**src/rtl/cpu_pkg.sv**
```systemverilog
// Shared CPU constants: ALU opcode map, sequencer states, IR field positions
// and the control-strobe bundle produced by the step decoder.
package cpu_pkg;

  localparam logic [3:0] ALU_ADD  = 4'd0;
  localparam logic [3:0] ALU_SUB  = 4'd1;
  localparam logic [3:0] ALU_MUL  = 4'd2;
  localparam logic [3:0] ALU_DIV  = 4'd3;
  localparam logic [3:0] ALU_SHR  = 4'd4;
  localparam logic [3:0] ALU_SHRA = 4'd5;
  localparam logic [3:0] ALU_SHL  = 4'd6;
  localparam logic [3:0] ALU_ROR  = 4'd7;
  localparam logic [3:0] ALU_ROL  = 4'd8;
  localparam logic [3:0] ALU_AND  = 4'd9;
  localparam logic [3:0] ALU_OR   = 4'd10;
  localparam logic [3:0] ALU_NEG  = 4'd11;
  localparam logic [3:0] ALU_NOT  = 4'd12;

  localparam logic [4:0] OP_MAX = 5'd12;

  localparam int unsigned IR_OP_HI = 31;
  localparam int unsigned IR_OP_LO = 27;
  localparam int unsigned IR_RA_HI = 26;
  localparam int unsigned IR_RA_LO = 23;
  localparam int unsigned IR_RB_HI = 22;
  localparam int unsigned IR_RB_LO = 19;
  localparam int unsigned IR_RC_HI = 18;
  localparam int unsigned IR_RC_LO = 15;

  typedef enum logic [2:0] {
    ST_IDLE, ST_T0, ST_T1, ST_T2, ST_T3, ST_T4, ST_T5, ST_T6
  } state_t;

  typedef struct packed {
    logic       pc_out;
    logic       mar_in;
    logic       inc_pc;
    logic       pc_in;
    logic       mem_read;
    logic       mdr_in;
    logic       mdr_out;
    logic       ir_in;
    logic       y_in;
    logic       z_in;
    logic       zlo_out;
    logic       zhi_out;
    logic       hi_in;
    logic       lo_in;
    logic       rf_out;
    logic       rf_in;
    logic [3:0] rf_sel;
    logic [3:0] alu_control;
    logic       busy;
    logic       done;
    logic       illegal;
  } ctrl_t;

  function automatic logic is_illegal(input logic [4:0] op);
    return op > OP_MAX;
  endfunction

  function automatic logic is_muldiv(input logic [4:0] op);
    return (op == {1'b0, ALU_MUL}) || (op == {1'b0, ALU_DIV});
  endfunction

  // NEG/NOT operate on Y alone, so no second register is put on the bus.
  function automatic logic is_unary(input logic [4:0] op);
    return (op == {1'b0, ALU_NEG}) || (op == {1'b0, ALU_NOT});
  endfunction

endpackage

```
**src/rtl/alu_sequencer_if.sv**
```systemverilog
// Sequencer <-> datapath bundle: instruction handshake in, control strobes out.
interface alu_sequencer_if #(
  parameter int unsigned CNT_W = 16
);
  logic             start;
  logic             mem_ready;
  logic [31:0]      ir;
  logic             pc_out, mar_in, inc_pc, pc_in, mem_read, mdr_in, mdr_out, ir_in;
  logic             y_in, z_in, zlo_out, zhi_out, hi_in, lo_in;
  logic             rf_out, rf_in;
  logic [3:0]       rf_sel;
  logic [3:0]       alu_control;
  logic             busy, done, illegal;
  logic [CNT_W-1:0] retired;

  modport master (
    input  start, mem_ready, ir,
    output pc_out, mar_in, inc_pc, pc_in, mem_read, mdr_in, mdr_out, ir_in,
           y_in, z_in, zlo_out, zhi_out, hi_in, lo_in, rf_out, rf_in,
           rf_sel, alu_control, busy, done, illegal, retired
  );

  modport slave (
    output start, mem_ready, ir,
    input  pc_out, mar_in, inc_pc, pc_in, mem_read, mdr_in, mdr_out, ir_in,
           y_in, z_in, zlo_out, zhi_out, hi_in, lo_in, rf_out, rf_in,
           rf_sel, alu_control, busy, done, illegal, retired
  );
endinterface

```
**src/rtl/alu_sequencer_ctrl_decode.sv**
```systemverilog
// Combinational step decoder: current control step + IR fields -> strobes.
module ctrl_decode
  import cpu_pkg::*;
(
  input  state_t     state,
  input  logic       mem_ready,
  input  logic [4:0] op,
  input  logic [3:0] ra,
  input  logic [3:0] rb,
  input  logic [3:0] rc,
  output ctrl_t      ctrl
);

  always_comb begin
    ctrl      = '0;
    ctrl.busy = (state != ST_IDLE);
    case (state)
      ST_T0: begin
        ctrl.pc_out = 1'b1;
        ctrl.mar_in = 1'b1;
        ctrl.inc_pc = 1'b1;
        ctrl.z_in   = 1'b1;
      end
      ST_T1: begin
        // PC update from Z only on the cycle memory completes.
        ctrl.mem_read = 1'b1;
        ctrl.mdr_in   = 1'b1;
        ctrl.zlo_out  = mem_ready;
        ctrl.pc_in    = mem_ready;
      end
      ST_T2: begin
        ctrl.mdr_out = 1'b1;
        ctrl.ir_in   = 1'b1;
      end
      ST_T3: begin
        if (is_illegal(op)) begin
          ctrl.illegal = 1'b1;
        end else begin
          ctrl.rf_out = 1'b1;
          ctrl.rf_sel = rb;
          ctrl.y_in   = 1'b1;
        end
      end
      ST_T4: begin
        ctrl.z_in        = 1'b1;
        ctrl.alu_control = op[3:0];
        if (!is_unary(op)) begin
          ctrl.rf_out = 1'b1;
          ctrl.rf_sel = rc;
        end
      end
      ST_T5: begin
        ctrl.zlo_out = 1'b1;
        if (is_muldiv(op)) begin
          ctrl.lo_in = 1'b1;
        end else begin
          ctrl.rf_in  = 1'b1;
          ctrl.rf_sel = ra;
          ctrl.done   = 1'b1;
        end
      end
      ST_T6: begin
        ctrl.zhi_out = 1'b1;
        ctrl.hi_in   = 1'b1;
        ctrl.done    = 1'b1;
      end
      default: ;
    endcase
  end

endmodule

```
**src/rtl/alu_sequencer.sv**
```systemverilog
// Fetch/execute control-step sequencer for one register-register ALU instruction.
module alu_sequencer
  import cpu_pkg::*;
#(
  parameter int unsigned CNT_W = 16
) (
  input logic           clk,
  input logic           clear,
  alu_sequencer_if.master bus
);

  state_t           state;
  logic [CNT_W-1:0] retired_q;
  logic [4:0]       op;
  logic [3:0]       ra, rb, rc;
  ctrl_t            ctrl;

  assign op = bus.ir[IR_OP_HI:IR_OP_LO];
  assign ra = bus.ir[IR_RA_HI:IR_RA_LO];
  assign rb = bus.ir[IR_RB_HI:IR_RB_LO];
  assign rc = bus.ir[IR_RC_HI:IR_RC_LO];

  ctrl_decode u_decode (
    .state     (state),
    .mem_ready (bus.mem_ready),
    .op        (op),
    .ra        (ra),
    .rb        (rb),
    .rc        (rc),
    .ctrl      (ctrl)
  );

  always_ff @(posedge clk or posedge clear) begin
    if (clear) begin
      state     <= ST_IDLE;
      retired_q <= '0;
    end else begin
      if (ctrl.done) retired_q <= retired_q + CNT_W'(1);
      case (state)
        ST_IDLE: if (bus.start) state <= ST_T0;
        ST_T0:   state <= ST_T1;
        ST_T1:   if (bus.mem_ready) state <= ST_T2;
        ST_T2:   state <= ST_T3;
        ST_T3:   state <= is_illegal(op) ? ST_IDLE : ST_T4;
        ST_T4:   state <= ST_T5;
        ST_T5:   state <= is_muldiv(op) ? ST_T6 : ST_IDLE;
        ST_T6:   state <= ST_IDLE;
        default: state <= ST_IDLE;
      endcase
    end
  end

  assign bus.pc_out      = ctrl.pc_out;
  assign bus.mar_in      = ctrl.mar_in;
  assign bus.inc_pc      = ctrl.inc_pc;
  assign bus.pc_in       = ctrl.pc_in;
  assign bus.mem_read    = ctrl.mem_read;
  assign bus.mdr_in      = ctrl.mdr_in;
  assign bus.mdr_out     = ctrl.mdr_out;
  assign bus.ir_in       = ctrl.ir_in;
  assign bus.y_in        = ctrl.y_in;
  assign bus.z_in        = ctrl.z_in;
  assign bus.zlo_out     = ctrl.zlo_out;
  assign bus.zhi_out     = ctrl.zhi_out;
  assign bus.hi_in       = ctrl.hi_in;
  assign bus.lo_in       = ctrl.lo_in;
  assign bus.rf_out      = ctrl.rf_out;
  assign bus.rf_in       = ctrl.rf_in;
  assign bus.rf_sel      = ctrl.rf_sel;
  assign bus.alu_control = ctrl.alu_control;
  assign bus.busy        = ctrl.busy;
  assign bus.done        = ctrl.done;
  assign bus.illegal     = ctrl.illegal;
  assign bus.retired     = retired_q;

endmodule
```
**src/flat_wrapper.sv**
```systemverilog
// flat-port wrapper written by rule: the top's interface ports become plain ports
module alu_sequencer_flat import cpu_pkg::*;
#(
  parameter int unsigned CNT_W = 16
)
  (clk, clear, bus_start, bus_mem_ready, bus_ir, bus_pc_out, bus_mar_in, bus_inc_pc, bus_pc_in, bus_mem_read, bus_mdr_in, bus_mdr_out, bus_ir_in, bus_y_in, bus_z_in, bus_zlo_out, bus_zhi_out, bus_hi_in, bus_lo_in, bus_rf_out, bus_rf_in, bus_rf_sel, bus_alu_control, bus_busy, bus_done, bus_illegal, bus_retired);
  alu_sequencer_if #(.CNT_W(CNT_W)) bus_i ();
  input logic clk;
  input logic clear;
  input wire logic [$bits(bus_i.start)-1:0] bus_start;
  input wire logic [$bits(bus_i.mem_ready)-1:0] bus_mem_ready;
  input wire logic [$bits(bus_i.ir)-1:0] bus_ir;
  output wire logic [$bits(bus_i.pc_out)-1:0] bus_pc_out;
  output wire logic [$bits(bus_i.mar_in)-1:0] bus_mar_in;
  output wire logic [$bits(bus_i.inc_pc)-1:0] bus_inc_pc;
  output wire logic [$bits(bus_i.pc_in)-1:0] bus_pc_in;
  output wire logic [$bits(bus_i.mem_read)-1:0] bus_mem_read;
  output wire logic [$bits(bus_i.mdr_in)-1:0] bus_mdr_in;
  output wire logic [$bits(bus_i.mdr_out)-1:0] bus_mdr_out;
  output wire logic [$bits(bus_i.ir_in)-1:0] bus_ir_in;
  output wire logic [$bits(bus_i.y_in)-1:0] bus_y_in;
  output wire logic [$bits(bus_i.z_in)-1:0] bus_z_in;
  output wire logic [$bits(bus_i.zlo_out)-1:0] bus_zlo_out;
  output wire logic [$bits(bus_i.zhi_out)-1:0] bus_zhi_out;
  output wire logic [$bits(bus_i.hi_in)-1:0] bus_hi_in;
  output wire logic [$bits(bus_i.lo_in)-1:0] bus_lo_in;
  output wire logic [$bits(bus_i.rf_out)-1:0] bus_rf_out;
  output wire logic [$bits(bus_i.rf_in)-1:0] bus_rf_in;
  output wire logic [$bits(bus_i.rf_sel)-1:0] bus_rf_sel;
  output wire logic [$bits(bus_i.alu_control)-1:0] bus_alu_control;
  output wire logic [$bits(bus_i.busy)-1:0] bus_busy;
  output wire logic [$bits(bus_i.done)-1:0] bus_done;
  output wire logic [$bits(bus_i.illegal)-1:0] bus_illegal;
  output wire logic [$bits(bus_i.retired)-1:0] bus_retired;
  assign bus_i.start = bus_start;
  assign bus_i.mem_ready = bus_mem_ready;
  assign bus_i.ir = bus_ir;
  assign bus_pc_out = bus_i.pc_out;
  assign bus_mar_in = bus_i.mar_in;
  assign bus_inc_pc = bus_i.inc_pc;
  assign bus_pc_in = bus_i.pc_in;
  assign bus_mem_read = bus_i.mem_read;
  assign bus_mdr_in = bus_i.mdr_in;
  assign bus_mdr_out = bus_i.mdr_out;
  assign bus_ir_in = bus_i.ir_in;
  assign bus_y_in = bus_i.y_in;
  assign bus_z_in = bus_i.z_in;
  assign bus_zlo_out = bus_i.zlo_out;
  assign bus_zhi_out = bus_i.zhi_out;
  assign bus_hi_in = bus_i.hi_in;
  assign bus_lo_in = bus_i.lo_in;
  assign bus_rf_out = bus_i.rf_out;
  assign bus_rf_in = bus_i.rf_in;
  assign bus_rf_sel = bus_i.rf_sel;
  assign bus_alu_control = bus_i.alu_control;
  assign bus_busy = bus_i.busy;
  assign bus_done = bus_i.done;
  assign bus_illegal = bus_i.illegal;
  assign bus_retired = bus_i.retired;
  alu_sequencer #(.CNT_W(CNT_W)) u_core (.clk(clk), .clear(clear), .bus(bus_i));
endmodule
```
**config.mk**
```make
export PLATFORM = sky130hd
export DESIGN_NAME = alu_sequencer_flat
export DESIGN_NICKNAME = d
export VERILOG_FILES = /design/src/rtl/cpu_pkg.sv /design/src/rtl/alu_sequencer_if.sv /design/src/rtl/alu_sequencer_ctrl_decode.sv /design/src/rtl/alu_sequencer.sv /design/src/flat_wrapper.sv
export SDC_FILE = /design/constraint.sdc
export NUM_CORES = 1
export LEC_CHECK = 0
export BUFFER_PORTS_ARGS = -buffer_cell sky130_fd_sc_hd__clkbuf_2
export CAP_MARGIN = 15
export CORE_MARGIN = 1
export CORE_UTILIZATION = 38
export CTS_CLUSTER_SIZE = 25
export DETAILED_ROUTE_END_ITERATION = 10
export PLACE_DENSITY = 0.76
export SLEW_MARGIN = 40
export SYNTH_ARGS = -nofsm -noshare
export SYNTH_HDL_FRONTEND = slang
export SYNTH_HIERARCHICAL = 1
export SYNTH_SLANG_ARGS = --single-unit
```
**constraint.sdc**
```tcl
create_clock -name clk -period 2.1 [get_ports clk]
set_clock_uncertainty 0.1 [all_clocks]
set_input_delay 0.42 -clock clk [delete_from_list [all_inputs] [get_ports clk]]
set_output_delay 0.42 -clock clk [all_outputs]
set_load 0.01 [all_outputs]
```
Word-level counts from Yosys, hierarchy flattened
Index checks and enable logic that the tools add are counted.
{"block": "word_totals", "register_bits": 19, "in_bits": 36, "word_cells": 50}
{"block": "op_classes", "n_reduce_logical": 6, "add_sub_neg": 1, "n_eq_ne": 13, "order_cmp": 1, "muxes": 27}
{"op": "3-bit one-hot mux with 8 select lines", "n": 1}
{"op": "3-bit two-way mux", "n": 6}
{"op": "16-bit by 1-bit adder with 16-bit output, second input constant", "n": 1}
{"op": "3-bit == test, second input constant", "n": 4}
{"op": "4-bit two-way mux", "n": 3}
{"op": "4-bit one-hot mux with 3 select lines", "n": 1}
{"op": "5-bit by 2-bit == test with 1-bit output, second input constant", "n": 2}
{"op": "5-bit by 4-bit == test with 1-bit output, second input constant", "n": 2}
{"op": "1-bit two-way mux", "n": 10}
{"op": "3-bit by 2-bit == test with 1-bit output, second input constant", "n": 2}
{"op": "1-bit one-hot mux with 2 select lines", "n": 3}
{"op": "5-bit by 4-bit > comparator with 1-bit output, second input constant", "n": 1}
{"op": "5-bit two-way mux", "n": 1}
{"op": "2-bit two-way mux", "n": 2}
{"op": "2-bit inequality test, second input constant", "n": 2}
{"op": "3-bit by 1-bit == test with 1-bit output, second input constant", "n": 1}
{"op": "3-bit logical NOT", "n": 1}
{"op": "3-bit nonzero test", "n": 1}
{"op": "1-bit logical OR", "n": 2}
{"op": "2-bit AND reduction", "n": 1}
{"op": "2-bit OR reduction", "n": 1}

Longest topological paths before layout
Gate-level depths: netlist of the first run.
{"block": "depth", "word_depth": 4, "ltp_mapped": 7, "depth_no_buf": 7}

By module
The synthesis of the first run kept the hierarchy.
{"module": "alu_sequencer", "area_per_inst_um2": 880.8, "seq_area_each_um2": 475.5, "cells_per_inst": 74, "instances": 1}
{"module": "ctrl_decode", "area_per_inst_um2": 351.6, "seq_area_each_um2": 0.0, "cells_per_inst": 54, "instances": 1}

Least setup slack after synthesis of the first run
OpenSTA, ideal clock, no wires.
{"block": "synth_timing", "path_kind": "input-to-reg", "from": "input port bus_ir[31]", "to": "register u_core.retired_q[7] (netlist: u_core/bus.retired[7])", "arrival_time_ps": 1997, "stages": 7, "required_ps": 1874, "setup_ps": 126, "path_slack_ps": -123, "n_path_buf": 0, "path_cell_list": "or4b_4 and2_4 or2_1 nand4_4 nor2_1 and3_1 xor2_1"}
{"block": "synth_via", "elab_chain_cells": 4, "elab_cells_between_ends": 5, "classes_between": "eq/ne (2); mux (2); reduce/logical (1)"}
{"element": "start, declared", "line_no": "flat_wrapper.sv:12", "rtl": "input wire logic [$bits(bus_i.ir)-1:0] bus_ir;"}
{"element": "5-bit by 2-bit == test with 1-bit output", "line_no": "cpu_pkg.sv:63", "rtl": "return (op == {1'b0, ALU_MUL}) || (op == {1'b0, ALU_DIV});"}
{"element": "1-bit logical OR (*)", "line_no": "cpu_pkg.sv:63"}
{"element": "1-bit two-way mux (*)", "line_no": "alu_sequencer_ctrl_decode.sv:54", "rtl": "if (is_muldiv(op)) begin"}
{"element": "1-bit one-hot mux with 2 select lines (*)", "line_no": "alu_sequencer_ctrl_decode.sv:17", "rtl": "case (state)"}
{"element": "net bus_done", "line_no": "flat_wrapper.sv:32", "rtl": "output wire logic [$bits(bus_i.done)-1:0] bus_done;"}
{"element": "end signal, assigned", "line_no": "alu_sequencer.sv:38", "rtl": "if (ctrl.done) retired_q <= retired_q + CNT_W'(1);"}
{"element": "end, declared", "line_no": "alu_sequencer.sv:13", "rtl": "logic [CNT_W-1:0] retired_q;"}
The timed path passes the listed nets; every way through them passes the cells marked *.
A chain may end at the register's enable or synchronous reset.

Worst setup path in the final report of the first run
{"block": "layout_timing", "from": "input port bus_ir[31]", "to": "output port bus_done"}
{"block": "layout_via", "elab_chain_cells": 4, "elab_cells_between_ends": 5, "classes_between": "eq/ne (2); mux (2); reduce/logical (1)"}
{"element": "5-bit by 2-bit == test with 1-bit output", "line_no": "cpu_pkg.sv:63"}
{"element": "1-bit logical OR (*)", "line_no": "cpu_pkg.sv:63"}
{"element": "1-bit two-way mux (*)", "line_no": "alu_sequencer_ctrl_decode.sv:54"}
{"element": "1-bit one-hot mux with 2 select lines (*)", "line_no": "alu_sequencer_ctrl_decode.sv:17"}
{"element": "end, declared", "line_no": "flat_wrapper.sv:32"}
Every way passes the cells marked *; elsewhere a longest branch is shown, timed or not.

==> results of run 1 <==
==> metrics by stage <==
stage / cells / total power [µW]
6_report: 256 / 1580
5_1_grt: 256 / 1700
4_1_cts: 250 / 1510
3_5_place_dp: 244 / 1290
3_3_place_gp: 244 / 1270
2_1_floorplan: 128 / 989
==> area by class of cell <==
cell class / count / area [µm²]
Multi-Input combinational cell: 99 / 732
Clock buffer: 3 / 22.5
Clock inverter: 1 / 5.00
Sequential cell: 19 / 475
Timing Repair Buffer: 85 / 500
Tap cell: 44 / 55.1
Fill cell: 302 / 1240
Inverter: 5 / 18.8
==> routing by layer <==
layer,GRT usage (%),share of wire (%),vias up
met2,28.6,49,49
li1,-,-,619
met1,21.0,44,586
met4,6.12,0.95,0
met3,2.20,6.1,4
met5,0,0,-
==> power by group <==
part / total [µW] / internal [µW] / switching, µW
clock network: 184 / 71.1 / 113
registers: 527 / 429 / 97.6
logic: 874 / 440 / 434
total: 1580 / 940 / 644
==> worst reg2reg max path, cell delays in order, from the launching register on <==
cell and delay [ps]:
dfrtp_1 440, and3b_1 260, and2_4 150, or2_4 120
buf_4 130, nand4_4 110, nor4_4 260, nand4_1 170
xnor2_1 150
==> registers in the layout (all words and copies together) (netlist names) <==
signal,cells
u_core/bus.retired,16
u_core/state,3
==> logic make-up (layout without fill, tap and decap cells) <==
family,count (synthesis),count (layout),share of synthesized area (%)
mux,2,2,1.83
xor+xnor,15,15,10.7
fa+ha+maj,1,1,1.02
flops,19,19,38.6
compound gates,15,15,8.33
buf+inv,11,94,4.87
simple gates,65,66,34.7
==> path summary, 6_finish.rpt <==
| check | startpoint | endpoint | slack [ps] |
|---|---|---|---|
| max | bus_ir[31] | bus_done | 9 |
| min | clear | u_core/bus.retired[1]$_DFFE_PP0P_ | 80 |
| max reg2reg | u_core/state[0]$_DFFE_PP0P_ | u_core/bus.retired[15]$_DFFE_PP0P_ | 110 |
| min reg2reg | u_core/bus.retired[15]$_DFFE_PP0P_ | u_core/bus.retired[15]$_DFFE_PP0P_ | 380 |
| max in group asynchronous | clear | u_core/bus.retired[15]$_DFFE_PP0P_ | 1380 |
| min in group clk | u_core/bus.retired[15]$_DFFE_PP0P_ | u_core/bus.retired[15]$_DFFE_PP0P_ | 380 |
==> layout by cell type, fill, tap and decap left out, types with 2 or more instances in the layout <==
| cell | instances |
|---|---|
| and2_1 | 6 |
| nand4b_1 | 4 |
| o21ai_0 | 2 |
| nand3_1 | 9 |
| clkbuf_4 | 3 |
| clkbuf_2 | 59 |
| nor2b_1 | 2 |
| and3_1 | 2 |
| dfrtp_1 | 19 |
| a21oi_1 | 2 |
| xnor2_1 | 10 |
| buf_4 | 20 |
| inv_1 | 5 |
| and4_1 | 2 |
| mux2_2 | 2 |
| buf_2 | 2 |
| and2b_1 | 2 |
| o211ai_1 | 5 |
| buf_6 | 4 |
| nand2_1 | 10 |
| and3b_1 | 2 |
| nor2_1 | 6 |
| xor2_1 | 5 |
| or3_1 | 2 |
| nand2b_1 | 3 |
| nand4_1 | 3 |
==> timing repair <==
action | in CTS | in global routing
buffers inserted | 2 | 5
hold endpoints to repair | 0 | 0
hold buffers | 0 | 0
gates resized for setup | 4 | 9
pin swaps | 3 | 6
cloned | 0 | 1
endpoints found under the setup margin | 6 | 8
==> flow_summary.toml, run 1 <==
[placement]
io_buffers = 63
place_congestion = 0.752
placedInstanceArea_um2 = 1680
dp_slack_ps = -61.9
dpl.hpwl_mm = 2.20

[run_status]
outcome = "completed"

[clock_network]
cts-buffers-inserted = 3
h-tree-depth = 1
clock-root-buffer = "clkbuf_4"
path_clk_slew_ps = 110
clock-sinks = 19
clock_latency_ps = 300
cts_tree = "built"
cts_buffer_depth = 2

[die]
initial_core_util_pct = 40.4
num_rows = 20
fp.dieH_um = 59.0
num_io_pins = 79
core_area_um2 = 3050
die_width_um = 59.0
dieArea_um2 = 3480

[route]
viasPerCell = 4.91
ant_nets = 0
drt_pass1_iterations = 4
drt_wl_total_mm = 2.95
vias = 1258
drt_iter0_markers = 43
wl_per_cell_um = 11.5
drc = 0

[yosys]
ys_seq_area_share_pct = 38.6
asyncSetResetFlopFracSynth_pct = 100
synth_nets = 165
yosysMostFrequentCell = "dfrtp_1"
yosysTopAreaCell = "dfrtp_1"
synthTopCellsByArea = "dfrtp_1, xnor2_1, nand3_1, xor2_1, and2_1"
synth_top_area_share_pct = 38.6
ys_ff_latch = 19
dominantRegCellSynth = "dfrtp_1"
synth_warnings = 6
synth.distinct_cells = 39
synthCells = 128
syn_area_per_cell_um2 = 9.63
yosys-top-cells-count = "dfrtp_1, nand2_1, xnor2_1"
synth-edff-count = 0
syn_area_um2 = 1230

[layout]
final_util_pct = 59.3
fin_nets = 250
syn2layout_area_growth_pct = 46.8
fin_area_um2 = 1810
diodes = 0
drive_above_1_share_pct = 49.1

[worst_setup_path]
path_delay_family = "simple AND/OR/NAND/NOR gates"
cp-end-kind = "primary output"
path_class = "in2out"
worst_r2r_path_depth = 8
slowest_delay_ps = 530
cp-start-kind = "primary input"
arrival_ps = 1570
worst-path-stages = 5
required_ps = 1580
critical_path_buf_inv_count = 2
critical-path-slowest-cell = "or4b_4"
crit_top_cell = "buf_6"
cp_max_fo = 2
worstPathCellList = "buf_6 > or4b_4 > and2_4 > or2_4 > buf_6"

[global_routing]
grt_pass1_vias = 1053
antenna_found_initial = 0
grt_max_degree = 20
grt_pass1_wl_mm = 4.40
track_usage_pct = 16.6
overflow = 0

[timing]
slew_headroom_pct = 54.9
min_period_over_period_pct = 99.6
fin_tns_setup_ps = 0
fmax_mhz = 478
worstMarginPinSlew_ps = 676
setup_slack_ps = 8.85
min_period_ps = 2090
holdWs_ps = 81.8
rsz0062_at_grt = "yes"
slew_violations = 0
hold_violations = 0
setup_viol = 0

[pwr]
power_density_nw_per_um2 = 876
ir_drop_uv = 335
cellLeakagePower_uw = 0.000949

[job]
drv_cap = 0

[hold_path]
hp-class = "in2async"
Note: power is estimated with default switching activity, not from simulation.
==> run 2, diff against run 1 <==
CORE_ASPECT_RATIO = 0.8   (was unset)
==> run 2 against run 1 <==
Compared with the run above: the flow now finishes with violations (setup timing); non-clock buffer count shrank 3; core utilization is 1.5 points lower; global-route usage is 0.59 points higher; sequential share of layout area increased by 0.46 points; total power rose by 1.0%; sequential cell count is the same; register-to-register slack better by 30 ps; sequential power rose by 2%; fmax is 1.8% lower.
==> flow_summary.toml, run 2 (synthesized netlist as in run 1, its figures left out) <==
[clock_network]
h-tree-depth = 1
path_clk_slew_ps = 70
cts_tree = "built"
cts_buffer_depth = 2
clock-root-buffer = "clkbuf_8"
cts-buffers-inserted = 3
clock_latency_ps = 260
clock-sinks = 19

[placement]
place_congestion = 0.752
dp_slack_ps = -70.0
dpl.hpwl_mm = 2.13
placedInstanceArea_um2 = 1680
io_buffers = 63

[worst_setup_path]
cp-start-kind = "primary input"
endpoint = "bus_done"
crit-reg2reg-launch = "u_core/state[0]$_DFFE_PP0P_"
reg2reg_to = "u_core/bus.retired[15]$_DFFE_PP0P_"
required_ps = 1580
cp_max_fo = 5
worst-r2r-setup-slack_ps = 140
arrival_ps = 1610
worst-path-stages = 5
path_class = "in2out"
worst_r2r_path_depth = 8
slowest_delay_ps = 540
worstSetupStartpoint = "bus_ir[29]"
worstPathCellList = "clkbuf_2 > or4b_4 > and2_4 > or2_4 > buf_6"
critical-path-slowest-cell = "or4b_4"
critical_path_buf_inv_count = 2
cp-end-kind = "primary output"
path_delay_family = "simple AND/OR/NAND/NOR gates"

[global_routing]
track_usage_pct = 17.1
overflow = 0
grt_max_degree = 20
grt_pass1_vias = 1092
antenna_found_initial = 0
grt_pass1_wl_mm = 4.57

[route]
vias = 1182
drt_iter0_markers = 60
wl_per_cell_um = 11.0
ant_nets = 0
drt_wl_total_mm = 2.72
drt_pass1_iterations = 2
drc = 0
viasPerCell = 4.77

[timing]
min_period_over_period_pct = 101
worstMarginPinSlew_ps = 656
hold_violations = 0
min_period_ps = 2130
slew_violations = 0
slew_headroom_pct = 56.0
setup_viol = 1
setup_slack_ps = -29.4
rsz0062_at_grt = "yes"
fmax_mhz = 470

[layout]
multi_input_area_um2 = 721
drive_above_1_share_pct = 48.1
diodes = 0
largest_reg_flops = 16
syn2layout_area_growth_pct = 44.7
final_cell_mix = "clkbuf_2, dfrtp_1, buf_4"
fin_area_um2 = 1780
final_util_pct = 57.8
regArea_um2 = 477
fin_nets = 246
final_common_cell = "clkbuf_2"
n_fill_cell = 282

[die]
num_rows = 18
dieArea_um2 = 3480
core_area_um2 = 3090
fp.dieH_um = 52.9
die_width_um = 65.7
initial_core_util_pct = 39.9
num_io_pins = 79

[run_status]
outcome = "finished, violations left"
violations = "setup timing"

[hold_path]
hp-class = "in2async"

[pwr]
power_uw = 1600
power_density_nw_per_um2 = 898
cellLeakagePower_uw = 0.000923
ir_drop_uv = 460

[job]
drv_cap = 0
run 2: how the worst min path moves through the flow:
stage / from / end / slack (ps) / cells past startpoint
after floorplan: clear / u_core/bus.retired[0]$_DFFE_PP0P_ / 270 / 1
after global placement: u_core/bus.retired[15]$_DFFE_PP0P_ / u_core/bus.retired[15]$_DFFE_PP0P_ / 360 / 1
after detailed placement: u_core/bus.retired[12]$_DFFE_PP0P_ / u_core/bus.retired[12]$_DFFE_PP0P_ / 380 / 1
after CTS: clear / u_core/bus.retired[5]$_DFFE_PP0P_ / 180 / 2
after global routing: clear / u_core/bus.retired[6]$_DFFE_PP0P_ / 110 / 2
final: clear / u_core/bus.retired[10]$_DFFE_PP0P_ / 50 / 2
run 2: area by class of cell:
class                           count  area share [%]
Clock buffer                        4            2.53
Inverter                            5            1.05
Multi-Input combinational cell     98            40.4
Sequential cell                    19            26.7
Tap cell                           40            2.81
Timing Repair Buffer               82            26.5
run 2: per-stage QoR:
step | TNS (ps) | hold WS, ps | cells
after global placement | -120 | 359 | 241
after CTS | -37.7 | 176 | 245
after floorplan | 0 | 271 | 128
final | -29.4 | 45.0 | 248
after detailed placement | -130 | 381 | 241
after global routing | -142 | 105 | 248
run 2: worst reg2reg max path: cells and delay by family, from the launching register on:
kind	cells	cell delay, ps
xor+xnor	1	150
buf+inv	2	250
simple gates	5	990
flops	1	380
run 2: per-layer routing:
metal	wire length, µm	track usage (%)	up-vias	part of all wire (%)
met3	186	3.02	4	6.8
li1	-	-	606	-
met5	0	0	-	0
met1	1260	21.3	528	46
met2	1240	29.1	44	46
met4	33	7.61	0	1.2
run 2: timing repair:
item	in CTS	in global routing
gates resized for setup	2	9
setup endpoints to repair	5	12
hold buffers	0	0
pin swaps	0	5
buffers inserted	0	3
run 2: power breakdown:
| part | switching (µW) | total (µW) | internal [µW] |
|---|---|---|---|
| Clock | 117 | 252 | 135 |
| Sequential | 103 | 536 | 432 |
| Combinational | 401 | 814 | 412 |
| Total | 621 | 1600 | 980 |
==> run 3, diff against run 2 <==
CORE_UTILIZATION = 42   (was 38)
PLACE_DENSITY = 0.79   (was 0.76)
clock period = 2 ns   (was 2.1 ns; I/O delays follow)
==> run 3 against run 2 <==
Compared with the run above: the run still ends with setup timing left; die area down 9.2%; global-route usage up 3.7 points; register-to-register slack worse by 160 ps; hold slack better by 42 ps.
==> flow_summary.toml, run 3 (synthesized netlist as in run 1, its figures left out) <==
[run_status]
outcome = "finished, violations left"
violations = "setup timing"

[timing]
min_period_over_period_pct = 107
rsz0062_at_grt = "yes"
worstMarginPinSlew_ps = 711
hold_violations = 0
min_period_ps = 2130
fmax_mhz = 469
setup_viol = 16
setup_slack_ps = -130
slew_headroom_pct = 52.6
slew_violations = 0
fin_tns_setup_ps = -845

[pwr]
switching_share_pct = 40.2
power_uw = 1870
combPwrFrac_pct = 60.4
p_seq_share_pct = 29.3
power_density_nw_per_um2 = 967
pwr-share-clk_pct = 10.2
ir_drop_uv = 462
cellLeakagePower_uw = 0.00100
intPower_uw = 1120
p_switching_uw = 750

[clock_network]
clock-sinks = 19
path_clk_slew_ps = 110
cts_tree = "built"
hold_buffers = 0
cts_buffer_depth = 2
cts-buffers-inserted = 3
clock_latency_ps = 290
h-tree-depth = 1
clock-root-buffer = "clkbuf_4"

[global_routing]
grt_max_degree = 20
track_usage_pct = 20.8
grt_pass1_wl_mm = 5.19
grt_pass1_vias = 1205
antenna_found_initial = 0
overflow = 0

[route]
ant_nets = 0
drt_pass1_iterations = 4
wl_per_cell_um = 13.8
drt_iter0_markers = 57
drc = 0
vias = 1305
viasPerCell = 5.10
drt_wl_total_mm = 3.54

[layout]
syn2layout_area_growth_pct = 56.6
final_common_cell = "clkbuf_2"
diodes = 0
largest_reg_flops = 16
drive_above_1_share_pct = 56.4
fin_nets = 256
final_util_pct = 69.8
final_cell_mix = "clkbuf_2, buf_4, dfrtp_1"
fin_cells = 256

[worst_setup_path]
cp-end-kind = "primary output"
crit-reg2reg-launch = "u_core/state[0]$_DFFE_PP0P_"
reg2reg_to = "u_core/bus.retired[14]$_DFFE_PP0P_"
cp-start-kind = "flop"
path_class = "reg2out"
cp_max_fo = 5
required_ps = 1500
worst-r2r-setup-slack_ps = -20
arrival_ps = 1630
worst_r2r_path_depth = 8

[die]
num_rows = 17
fp.dieH_um = 50.5
die_width_um = 62.6
dieArea_um2 = 3160
core_area_um2 = 2770
num_io_pins = 79
initial_core_util_pct = 44.6

[hold_path]
hp-class = "in2async"

[placement]
dpl.hpwl_mm = 2.35
dp_slack_ps = -138
io_buffers = 63
place_congestion = 0.771
placed_cells = 239

[job]
drv_cap = 0
run 3: per-stage QoR:
stage	hold WS, ps	area (µm²)
3_3_place_gp	359	1680
6_report	87.1	1930
4_1_cts	116	1760
3_5_place_dp	374	1680
2_1_floorplan	251	1240
5_1_grt	147	1930
run 3: layout make-up:
class / instances / area (µm²)
Inverter: 5 / 18.8
Timing Repair Buffer: 92 / 592
Fill cell: 212 / 835
Tap cell: 38 / 47.5
Clock buffer: 4 / 26.3
Sequential cell: 19 / 477
Multi-Input combinational cell: 98 / 769
run 3: worst max path at each step:
stage	endpoint	start	slack [ps]	cells after the start
after floorplan	u_core/bus.retired[7]$_DFFE_PP0P_	bus_ir[29]	-80	7
after global placement	u_core/bus.retired[7]$_DFFE_PP0P_	bus_ir[29]	-130	8
after detailed placement	u_core/bus.retired[7]$_DFFE_PP0P_	bus_ir[29]	-140	8
after CTS	bus_done	u_core/state[1]$_DFFE_PP0P_	-100	5
after global routing	bus_done	u_core/state[1]$_DFFE_PP0P_	-180	5
final	bus_done	u_core/state[1]$_DFFE_PP0P_	-130	5
run 3: worst max-delay path: stages (launching register included):
cell	delay (ps)
dfrtp_2	450
buf_6	120
and3b_2	210
and2_4	150
or2_4	280
buf_6	130
run 3: power groups by stage:
stage                     registers (µW)  clock network [µW]  logic [µW]
after floorplan                      593                   0         448
after global placement               547                   0         790
after detailed placement             553                   0         834
after CTS                            535                 196         910
after global routing                 560                 218        1220
final                                547                 191        1130
run 3: what timing repair did:
action                     CTS  global route
resized for setup            6            41
pin swaps                    2            13
buffers inserted             4             9
setup endpoints to repair   12            24
gates cloned                 0             0
run 3: routing by layer:
layer	vias to the layer above	GRT usage (%)	wire length [µm]
li1	628	-	-
met1	617	24.0	1380
met2	52	38.9	1950
met3	8	2.05	148
met4	0	9.69	72
met5	-	0	0
